### config.mk
export PLATFORM = sky130hd
export DESIGN_NAME = pipe_hazard_ctrl_flat
export DESIGN_NICKNAME = d
export VERILOG_FILES = /design/src/rtl/pipe_hazard_ctrl_pkg.sv /design/src/rtl/pipe_hazard_ctrl_if.sv /design/src/rtl/pipe_hazard_ctrl_load_use_detect.sv /design/src/rtl/pipe_hazard_ctrl.sv /design/src/flat_wrapper.sv
export SDC_FILE = /design/constraint.sdc
export NUM_CORES = 1
export LEC_CHECK = 0
export ABC_CLOCK_PERIOD_IN_PS = 1990
export BUFFER_PORTS_ARGS = -buffer_cell sky130_fd_sc_hd__buf_4
export CAP_MARGIN = 20
export CORE_AREA = 3 3 40 42
export CTS_CLUSTER_SIZE = 20
export DETAILED_ROUTE_END_ITERATION = 12
export DIE_AREA = 0 0 43 45
export GPL_ROUTABILITY_DRIVEN = 0
export PLACE_DENSITY = 0.77
export SETUP_SLACK_MARGIN = 0.2
export SYNTH_ARGS = -nofsm -noshare
export SYNTH_HDL_FRONTEND = slang
export SYNTH_SLANG_ARGS = --single-unit
### constraint.sdc
create_clock -name clk -period 1.99 [get_ports clk]
set_input_delay 0.0995 -clock clk [delete_from_list [all_inputs] [get_ports clk]]
set_output_delay 0.0995 -clock clk [all_outputs]
set_load 0.1 [all_outputs]
### src/rtl/pipe_hazard_ctrl_pkg.sv
// Shared types for the pipeline sequencing controller: FSM states, control bundle, bubble encoding.
// Optional perf counters in the controller are enabled by PIPE_HAZARD_CTRL_PERF_EN.
package pipe_ctrl_pkg;

    localparam int unsigned REG_ADDR_W = 5;

    typedef enum logic [1:0] {
        RUN      = 2'd0,
        MEM_WAIT = 2'd1,
        HALT     = 2'd2
    } state_t;

    // Stage control word that a flushed pipeline register loads as a bubble
    typedef struct packed {
        logic reg_write;
        logic mem_to_reg;
        logic mem_read;
        logic mem_write;
    } stage_ctl_t;

    localparam stage_ctl_t BUBBLE_CTL = '{
        reg_write:  1'b0,
        mem_to_reg: 1'b0,
        mem_read:   1'b0,
        mem_write:  1'b0
    };

    // Enable / flush controls for every pipeline register in one word
    typedef struct packed {
        logic pc_en;
        logic ifid_en;
        logic idex_en;
        logic exmem_en;
        logic memwb_en;
        logic ifid_flush;
        logic idex_flush;
        logic memwb_flush;
    } pipe_ctl_t;

    localparam pipe_ctl_t CTL_RUN = '{
        pc_en: 1'b1, ifid_en: 1'b1, idex_en: 1'b1, exmem_en: 1'b1, memwb_en: 1'b1,
        ifid_flush: 1'b0, idex_flush: 1'b0, memwb_flush: 1'b0
    };

    localparam pipe_ctl_t CTL_LOAD_USE = '{
        pc_en: 1'b0, ifid_en: 1'b0, idex_en: 1'b1, exmem_en: 1'b1, memwb_en: 1'b1,
        ifid_flush: 1'b0, idex_flush: 1'b1, memwb_flush: 1'b0
    };

    localparam pipe_ctl_t CTL_BRANCH = '{
        pc_en: 1'b1, ifid_en: 1'b1, idex_en: 1'b1, exmem_en: 1'b1, memwb_en: 1'b1,
        ifid_flush: 1'b1, idex_flush: 1'b1, memwb_flush: 1'b0
    };

    localparam pipe_ctl_t CTL_FREEZE = '{
        pc_en: 1'b0, ifid_en: 1'b0, idex_en: 1'b0, exmem_en: 1'b0, memwb_en: 1'b0,
        ifid_flush: 1'b0, idex_flush: 1'b0, memwb_flush: 1'b1
    };

    localparam pipe_ctl_t CTL_HALT = '{
        pc_en: 1'b0, ifid_en: 1'b0, idex_en: 1'b0, exmem_en: 1'b0, memwb_en: 1'b0,
        ifid_flush: 1'b1, idex_flush: 1'b1, memwb_flush: 1'b1
    };

    // Controls when memory is not blocking: branch squashes the load-use victim
    function automatic pipe_ctl_t run_ctl(input logic branch_taken, input logic load_use);
        if (branch_taken) begin
            return CTL_BRANCH;
        end
        if (load_use) begin
            return CTL_LOAD_USE;
        end
        return CTL_RUN;
    endfunction

endpackage

### src/rtl/pipe_hazard_ctrl_if.sv
// Hazard-controller bus: pipeline status in, register enables/flushes out.
// Perf counter signals exist only when PIPE_HAZARD_CTRL_PERF_EN is defined.
interface pipe_hazard_ctrl_if
`ifdef PIPE_HAZARD_CTRL_PERF_EN
    #(parameter int unsigned CNT_W = 32)
`endif
    ;
    import pipe_ctrl_pkg::*;

    logic [REG_ADDR_W-1:0] id_rs1_addr;
    logic [REG_ADDR_W-1:0] id_rs2_addr;
    logic                  id_uses_rs1;
    logic                  id_uses_rs2;
    logic [REG_ADDR_W-1:0] ex_rd_addr;
    logic                  ex_mem_read;
    logic                  ex_branch_taken;
    logic                  mem_req;
    logic                  mem_ready;

    logic pc_en;
    logic ifid_en;
    logic idex_en;
    logic exmem_en;
    logic memwb_en;
    logic ifid_flush;
    logic idex_flush;
    logic memwb_flush;
    logic mem_timeout;

`ifdef PIPE_HAZARD_CTRL_PERF_EN
    logic [CNT_W-1:0] stall_cycles;
    logic [CNT_W-1:0] flush_events;
`endif

    // Pipeline side
    modport master (
        output id_rs1_addr, id_rs2_addr, id_uses_rs1, id_uses_rs2,
        output ex_rd_addr, ex_mem_read, ex_branch_taken, mem_req, mem_ready,
        input  pc_en, ifid_en, idex_en, exmem_en, memwb_en,
        input  ifid_flush, idex_flush, memwb_flush, mem_timeout
`ifdef PIPE_HAZARD_CTRL_PERF_EN
        ,
        input  stall_cycles, flush_events
`endif
    );

    // Controller side
    modport slave (
        input  id_rs1_addr, id_rs2_addr, id_uses_rs1, id_uses_rs2,
        input  ex_rd_addr, ex_mem_read, ex_branch_taken, mem_req, mem_ready,
        output pc_en, ifid_en, idex_en, exmem_en, memwb_en,
        output ifid_flush, idex_flush, memwb_flush, mem_timeout
`ifdef PIPE_HAZARD_CTRL_PERF_EN
        ,
        output stall_cycles, flush_events
`endif
    );

endinterface

### src/rtl/pipe_hazard_ctrl_load_use_detect.sv
// Combinational load-use comparator: a load in EX writes a register the ID instruction reads.
// Kept standalone so the forwarding unit can reuse it.
module load_use_detect
    import pipe_ctrl_pkg::*;
(
    input  logic [REG_ADDR_W-1:0] id_rs1_addr,
    input  logic [REG_ADDR_W-1:0] id_rs2_addr,
    input  logic                  id_uses_rs1,
    input  logic                  id_uses_rs2,
    input  logic [REG_ADDR_W-1:0] ex_rd_addr,
    input  logic                  ex_mem_read,
    output logic                  lu_c
);

    logic rs1_hit;
    logic rs2_hit;

    assign rs1_hit = id_uses_rs1 && (id_rs1_addr == ex_rd_addr);
    assign rs2_hit = id_uses_rs2 && (id_rs2_addr == ex_rd_addr);

    // x0 is never written, so a load to x0 cannot create a dependency
    assign lu_c = ex_mem_read && (ex_rd_addr != REG_ADDR_W'(0)) && (rs1_hit || rs2_hit);

endmodule

### src/rtl/pipe_hazard_ctrl.sv
// Pipeline sequencing controller: hold/bubble controls for load-use, taken branch and memory waits.
// Define PIPE_HAZARD_CTRL_PERF_EN to add saturating stall/flush performance counters.
module pipe_hazard_ctrl
    import pipe_ctrl_pkg::*;
#(
    parameter int unsigned MEM_TIMEOUT = 16
`ifdef PIPE_HAZARD_CTRL_PERF_EN
    ,
    parameter int unsigned CNT_W = 32
`endif
) (
    input logic               clk,
    input logic               rst_n,
    pipe_hazard_ctrl_if.slave bus
);

    localparam int unsigned WAIT_W = $clog2(MEM_TIMEOUT + 1);

    state_t            state_q;
    state_t            state_d;
    logic [WAIT_W-1:0] wait_q;
    logic [WAIT_W-1:0] wait_d;
    logic [WAIT_W-1:0] wait_inc;
    logic              lu_c;
    logic              mem_block_c;
    pipe_ctl_t         run_ctl_c;
    pipe_ctl_t         ctl_c;

    load_use_detect u_load_use_detect (
        .id_rs1_addr (bus.id_rs1_addr),
        .id_rs2_addr (bus.id_rs2_addr),
        .id_uses_rs1 (bus.id_uses_rs1),
        .id_uses_rs2 (bus.id_uses_rs2),
        .ex_rd_addr  (bus.ex_rd_addr),
        .ex_mem_read (bus.ex_mem_read),
        .lu_c        (lu_c)
    );

    assign mem_block_c = bus.mem_req && !bus.mem_ready;
    assign run_ctl_c   = run_ctl(bus.ex_branch_taken, lu_c);
    assign wait_inc    = wait_q + WAIT_W'(1);

    // State and wait-counter register
    always_ff @(posedge clk) begin
        if (!rst_n) begin
            state_q <= RUN;
            wait_q  <= '0;
        end else begin
            state_q <= state_d;
            wait_q  <= wait_d;
        end
    end

    // Next state and pipeline controls
    always_comb begin
        state_d = state_q;
        wait_d  = wait_q;
        ctl_c   = CTL_RUN;
        unique case (state_q)
            RUN: begin
                if (mem_block_c) begin
                    ctl_c   = CTL_FREEZE;
                    wait_d  = WAIT_W'(1);
                    state_d = (MEM_TIMEOUT <= 1) ? HALT : MEM_WAIT;
                end else begin
                    ctl_c = run_ctl_c;
                end
            end
            MEM_WAIT: begin
                if (bus.mem_ready) begin
                    ctl_c   = run_ctl_c;
                    wait_d  = '0;
                    state_d = RUN;
                end else begin
                    ctl_c  = CTL_FREEZE;
                    wait_d = wait_inc;
                    // wait_inc counts this cycle plus every earlier unanswered cycle
                    if (wait_inc == WAIT_W'(MEM_TIMEOUT)) begin
                        state_d = HALT;
                    end
                end
            end
            HALT: begin
                ctl_c = CTL_HALT;
            end
            default: begin
                ctl_c   = CTL_HALT;
                state_d = RUN;
            end
        endcase
        if (!rst_n) begin
            ctl_c = CTL_HALT;
        end
    end

    assign bus.pc_en       = ctl_c.pc_en;
    assign bus.ifid_en     = ctl_c.ifid_en;
    assign bus.idex_en     = ctl_c.idex_en;
    assign bus.exmem_en    = ctl_c.exmem_en;
    assign bus.memwb_en    = ctl_c.memwb_en;
    assign bus.ifid_flush  = ctl_c.ifid_flush;
    assign bus.idex_flush  = ctl_c.idex_flush;
    assign bus.memwb_flush = ctl_c.memwb_flush;
    assign bus.mem_timeout = (state_q == HALT);

`ifdef PIPE_HAZARD_CTRL_PERF_EN
    logic [CNT_W-1:0] stall_q;
    logic [CNT_W-1:0] flush_q;
    logic             flush_evt_c;

    // Only the branch rule produces the branch control word; reset forces CTL_HALT
    assign flush_evt_c = (ctl_c == CTL_BRANCH);

    // Saturating performance counters
    always_ff @(posedge clk) begin
        if (!rst_n) begin
            stall_q <= '0;
            flush_q <= '0;
        end else begin
            if (!ctl_c.pc_en && (stall_q != '1)) begin
                stall_q <= stall_q + CNT_W'(1);
            end
            if (flush_evt_c && (flush_q != '1)) begin
                flush_q <= flush_q + CNT_W'(1);
            end
        end
    end

    assign bus.stall_cycles = stall_q;
    assign bus.flush_events = flush_q;
`endif

endmodule

### src/flat_wrapper.sv
// flat-port wrapper written by rule: the top's interface ports become plain ports
module pipe_hazard_ctrl_flat import pipe_ctrl_pkg::*;
#(
    parameter int unsigned MEM_TIMEOUT = 16

)
  (clk, rst_n, bus_id_rs1_addr, bus_id_rs2_addr, bus_id_uses_rs1, bus_id_uses_rs2, bus_ex_rd_addr, bus_ex_mem_read, bus_ex_branch_taken, bus_mem_req, bus_mem_ready, bus_pc_en, bus_ifid_en, bus_idex_en, bus_exmem_en, bus_memwb_en, bus_ifid_flush, bus_idex_flush, bus_memwb_flush, bus_mem_timeout);
  pipe_hazard_ctrl_if bus_i ();
  input logic clk;
  input logic rst_n;
  input wire logic [$bits(bus_i.id_rs1_addr)-1:0] bus_id_rs1_addr;
  input wire logic [$bits(bus_i.id_rs2_addr)-1:0] bus_id_rs2_addr;
  input wire logic [$bits(bus_i.id_uses_rs1)-1:0] bus_id_uses_rs1;
  input wire logic [$bits(bus_i.id_uses_rs2)-1:0] bus_id_uses_rs2;
  input wire logic [$bits(bus_i.ex_rd_addr)-1:0] bus_ex_rd_addr;
  input wire logic [$bits(bus_i.ex_mem_read)-1:0] bus_ex_mem_read;
  input wire logic [$bits(bus_i.ex_branch_taken)-1:0] bus_ex_branch_taken;
  input wire logic [$bits(bus_i.mem_req)-1:0] bus_mem_req;
  input wire logic [$bits(bus_i.mem_ready)-1:0] bus_mem_ready;
  output wire logic [$bits(bus_i.pc_en)-1:0] bus_pc_en;
  output wire logic [$bits(bus_i.ifid_en)-1:0] bus_ifid_en;
  output wire logic [$bits(bus_i.idex_en)-1:0] bus_idex_en;
  output wire logic [$bits(bus_i.exmem_en)-1:0] bus_exmem_en;
  output wire logic [$bits(bus_i.memwb_en)-1:0] bus_memwb_en;
  output wire logic [$bits(bus_i.ifid_flush)-1:0] bus_ifid_flush;
  output wire logic [$bits(bus_i.idex_flush)-1:0] bus_idex_flush;
  output wire logic [$bits(bus_i.memwb_flush)-1:0] bus_memwb_flush;
  output wire logic [$bits(bus_i.mem_timeout)-1:0] bus_mem_timeout;
  assign bus_i.id_rs1_addr = bus_id_rs1_addr;
  assign bus_i.id_rs2_addr = bus_id_rs2_addr;
  assign bus_i.id_uses_rs1 = bus_id_uses_rs1;
  assign bus_i.id_uses_rs2 = bus_id_uses_rs2;
  assign bus_i.ex_rd_addr = bus_ex_rd_addr;
  assign bus_i.ex_mem_read = bus_ex_mem_read;
  assign bus_i.ex_branch_taken = bus_ex_branch_taken;
  assign bus_i.mem_req = bus_mem_req;
  assign bus_i.mem_ready = bus_mem_ready;
  assign bus_pc_en = bus_i.pc_en;
  assign bus_ifid_en = bus_i.ifid_en;
  assign bus_idex_en = bus_i.idex_en;
  assign bus_exmem_en = bus_i.exmem_en;
  assign bus_memwb_en = bus_i.memwb_en;
  assign bus_ifid_flush = bus_i.ifid_flush;
  assign bus_idex_flush = bus_i.idex_flush;
  assign bus_memwb_flush = bus_i.memwb_flush;
  assign bus_mem_timeout = bus_i.mem_timeout;
  pipe_hazard_ctrl #(.MEM_TIMEOUT(MEM_TIMEOUT)) u_core (.clk(clk), .rst_n(rst_n), .bus(bus_i));
endmodule
Yosys cells after proc, flatten, opt, wreduce, memory -nomap -nowiden
Cells that the tools add are included.
- bits in registers: 7
- bits of input ports: 23
- output and inout port bits: 9
- reductions and logical operators: 12
- eq/ne operators: 7
- add/subtract/negate cells: 1
- bitwise gates (word level): 1
- multiplexer cells: 18
- operator list (operator ; count):
    8-bit two-way mux ; 7
    8-bit one-hot mux with 2 select lines ; 1
    5-bit == test ; 2
    5-bit two-way mux ; 2
    5-bit one-hot mux with 2 select lines ; 1
    2-bit two-way mux ; 3
    2-bit one-hot mux with 3 select lines ; 1
    5-bit by 1-bit adder with 5-bit output (second input constant) ; 1
    5-bit == test (second input constant) ; 1
    1-bit logical AND ; 5
    5-bit nonzero test ; 1
    1-bit two-way mux ; 3
    3-bit by 2-bit inequality test with 1-bit output (second input constant) ; 1
    3-bit AND reduction ; 1
    2-bit by 1-bit == test with 1-bit output (second input constant) ; 1
    2-bit == test (second input constant) ; 1
    2-bit zero test ; 1
    2-bit by 1-bit inequality test with 1-bit output (second input constant) ; 1
    2-bit AND reduction ; 1
    2-bit nonzero test ; 1
    1-bit zero test ; 1
    1-bit logical OR ; 1
    1-bit NOT ; 1

Depth between registers and ports, before layout
- depth in word-level cells: 11
- mapped depth: 5
- gate-level depth less buffers: 5

Cells and area by module
A second synthesis with hierarchy kept.
- cell total of the unflattened synthesis: 72
- area total of the unflattened synthesis: 556.8 µm²
- modules (own cells, without submodules) (module ; cells each ; times used ; area an instance (µm²)):
    pipe_hazard_ctrl ; 55 ; 1 ; 422.9
    load_use_detect ; 17 ; 1 ; 133.9

Least setup slack after synthesis
No wires, ideal clock.
- path type: register to output
- from: reg u_core.state_q[0]
- to: out bus_pc_en
- data arrival time: 3.540 ns
- data required time: 1.891 ns
- slack: -1.650 ns
- buffers on the path: 1
- cell stages (with the launch flop): 6
- cells stage by stage: dfxtp_1 > o21bai_1 > nand2b_1 > inv_1 > o31a_1 > buf_4
- cells in the longest elaborated chain, start to end: 3
- elaborated cells on any way between the ends: 4
- those cells by class: eq/ne (1); mux (2); reduce/logical (1)
- RTL lines (what ; RTL line ; RTL):
    start: declaration ; pipe_hazard_ctrl.sv:19 ; state_t state_q;
    start signal: assignment ; pipe_hazard_ctrl.sv:49 ; state_q <= state_d;
    2-bit by 1-bit == test with 1-bit output / 2-bit zero test (equally long branches) ; pipe_hazard_ctrl.sv:59 ; unique case (state_q)
    8-bit one-hot mux with 2 select lines * ; pipe_hazard_ctrl.sv:59 ;
    8-bit two-way mux * ; pipe_hazard_ctrl.sv:91 ; if (!rst_n) begin
    end: declaration ; flat_wrapper.sv:20 ; output wire logic [$bits(bus_i.pc_en)-1:0] bus_pc_en;
Every way passes the cells marked *; elsewhere a longest branch is shown, timed or not.

Final worst setup path
Ends and elaborated chain as after synthesis.

==> metrics.txt <==
status=finished clean; Post-DP HPWL=between 1000 and 1500 um; Max Freq=619 MHz; post-synth top area share=25.2%; Synth async-reset ratio=0%; Clock transition at path regs=0.05 ns; Mean Syn Cell Area=8.19 um^2; xor-xnor portion of the synthesized cell area=15.7%; Worst VDD drop=442 uV; RSZ-0062 raised after global routing=false; layout cell share with drive strength beyond 1=46.0%; largest net degree at the start of global routing=8; multiplexer share of the synthesized area=0%; crit end category=output pin; max cap viols=0; diodes inserted=0; CTS root buf=clkbuf_4; cts-stage hold buffer count=0; Hold Vio Cnt, Final=0; DR vias=606; Post CTS Setup Buffer Count=0; EDFF count, synth=0; post-cts sizing count=0; # DRC=0; CP max stage delay=roughly 0.35 ns; die area=between 1500 and 2000 um^2; pre-CTS setup slack=between 0.4 and 0.5 ns; Yosys reg bits=7; Synth Area in Simple Gates=between 20% and 30%; clock sink total=7; Crit Path Category=reg2out; Die Span Y=between 40 and 50 um; total global-route track usage=between 10% and 20%; Top delay family on crit path=compound AO/OA/AOI/OAI gates; Post-Layout Cell Count=around 120; worst-path maximum fanout=6; floorplan core area=1280 um^2; pwr/cell area=between 500 and 600 nW/um^2; num rows=13; Buf/Inv on CP=2; mapped cell area=between 500 and 600 um^2; Post-Synth Adder-Cell Area=approximately 2.2%; DRT iter0 DRCs=11; vias in the first global route=582; io pins=32; DR WL/cell=13.4 um; Slew @ Worst Pin=0.350 ns; WP data arrival=1.52 ns; via/cell ratio=5.27; post-layout min period=approximately 1.6 ns; worst-path cell chain=o21bai_2 -> nand2b_4 -> clkinvlp_4 -> o31a_4 -> buf_4; post-route ant nets=0; Slew HR=approximately three quarters; Finish-stage setup viols=0; GR Overflow Total=0; drt first pass iters=4; post-synth top area cell=dfxtp_1; Clock Tree Buf Depth=2; syn nets=between 90 and 100; # H-tree levels=1; area delta synth->final=53.3%; Filler cells=126; top_reg_cell synth=dfxtp_1; Area contributors post-synth=dfxtp_1 (25%), xor2_1 (13%), a21oi_1 (5.4%); Slowest cell on crit path=dfxtp_2; Cell Count Post-Placement=about 110; Post-Syn Instances=68; Worst Path Required=~1.9 ns; crit path setup slack, layout=approximately 0.37 ns; CTS tree=done; Initial Util=43.3%; Netlist cell types=30; Clock Skews=0.00504 ns; P_leak=0.362 nW; Slew Viols, Final=0; startpoint types=flop; fin crit share=81.2%; drt total wl=roughly 1500 um; register area share after synthesis=25.2%; largest family of logic cells by synthesized area=simple AND/OR/NAND/NOR gates; CTS buffer count=3; worst skew pair latency=0.25 ns; Compound-Gate Fraction of Synth Area=24.3%; Hold WC Path Type=in2reg; die width=43 um; PortBufs=31; Tot Pwr=0.000476 W; initial antenna violation count=0; nets=125; first-pass GRT wire length=2620 um; YS warnings=0
==> synth_stat cells (2+ instances only) <==
library cell	n
xor2_1	8
dfxtp_1	7
a21oi_1	6
nand2b_1	4
nor2_1	4
nor2b_1	4
buf_4	3
o21ai_0	3
o21bai_1	3
a211oi_1	2
nand2_1	2
nand3_1	2
nand3b_1	2
xnor2_1	2
==> flip-flops by register name, indices dropped and copies added (netlist names) <==
name and count:
u_core.state_q 2, u_core.wait_q 5
==> per-stage QoR <==
stage                     util (%)  area, um^2  TNS [ns]  hold WS, ns
after floorplan                  -         611   -0.0540        0.217
after detailed placement      64.4         827         0        0.385
final                         66.4         853         0        0.117
after global routing          66.4         853         0        0.115
after CTS                     66.4         853         0        0.115
after global placement        64.4         827         0        0.383
==> report_power, final <==
group / total, W / switching [W] / internal (W) / leakage, nW
combinational: 0.000199 / 0.000129 / 0.0000702 / 0.290
sequential: 0.000148 / 0.00000471 / 0.000143 / 0.0577
clock: 0.000128 / 0.0000518 / 0.0000765 / 0.0150
==> cells by family (layout without fill, tap and decap cells) <==
family,after synthesis,count (layout)
flip-flops,7,7
XOR/XNOR,10,10
adder cells (fa/ha/maj),1,1
buffers and inverters,4,36
AO/OA/AOI/OAI,21,21
AND/OR/NAND/NOR,25,25
==> placed cells by master, fill, tap and decap left out, drive strengths merged, types with 3 or more instances in the layout <==
cell / instances
buf: 31
clkbuf: 4
o21bai: 3
nor2: 4
nor2b: 4
nand2b: 4
o21ai: 4
dfxtp: 7
xor2: 8
a21oi: 6
==> final timing paths <==
kind              depth (start not counted)                end         startpoint  slack (ns)
setup / recovery                          5          bus_pc_en  u_core.state_q[0]        0.37
hold / removal                            2  u_core.state_q[1]              rst_n        0.12
setup reg to reg                          3  u_core.state_q[1]  u_core.state_q[0]        0.77
hold reg to reg                           1   u_core.wait_q[4]   u_core.wait_q[4]        0.48
==> cell type report <==
| class | instances | area, um^2 | share of cell area, % |
|---|---|---|---|
| Timing Repair Buffer | 31 | 233 | 27.3 |
| Inverter | 1 | 7.51 | 0.880 |
| Tap cell | 15 | 18.8 | 2.20 |
| Clock buffer | 4 | 26.3 | 3.08 |
| Multi-Input combinational cell | 57 | 425 | 49.9 |
| Sequential cell | 7 | 143 | 16.7 |
==> layer usage <==
layer / vias to the layer above / wire length [um] / GRT usage [%]
li1: 310 / - / -
met1: 272 / 664 / 23.5
met4: 0 / 0 / 3.61
met3: 0 / 116 / 7.97
met5: - / 0 / 0
met2: 24 / 758 / 27.8
(Power assumes the default switching activity.)
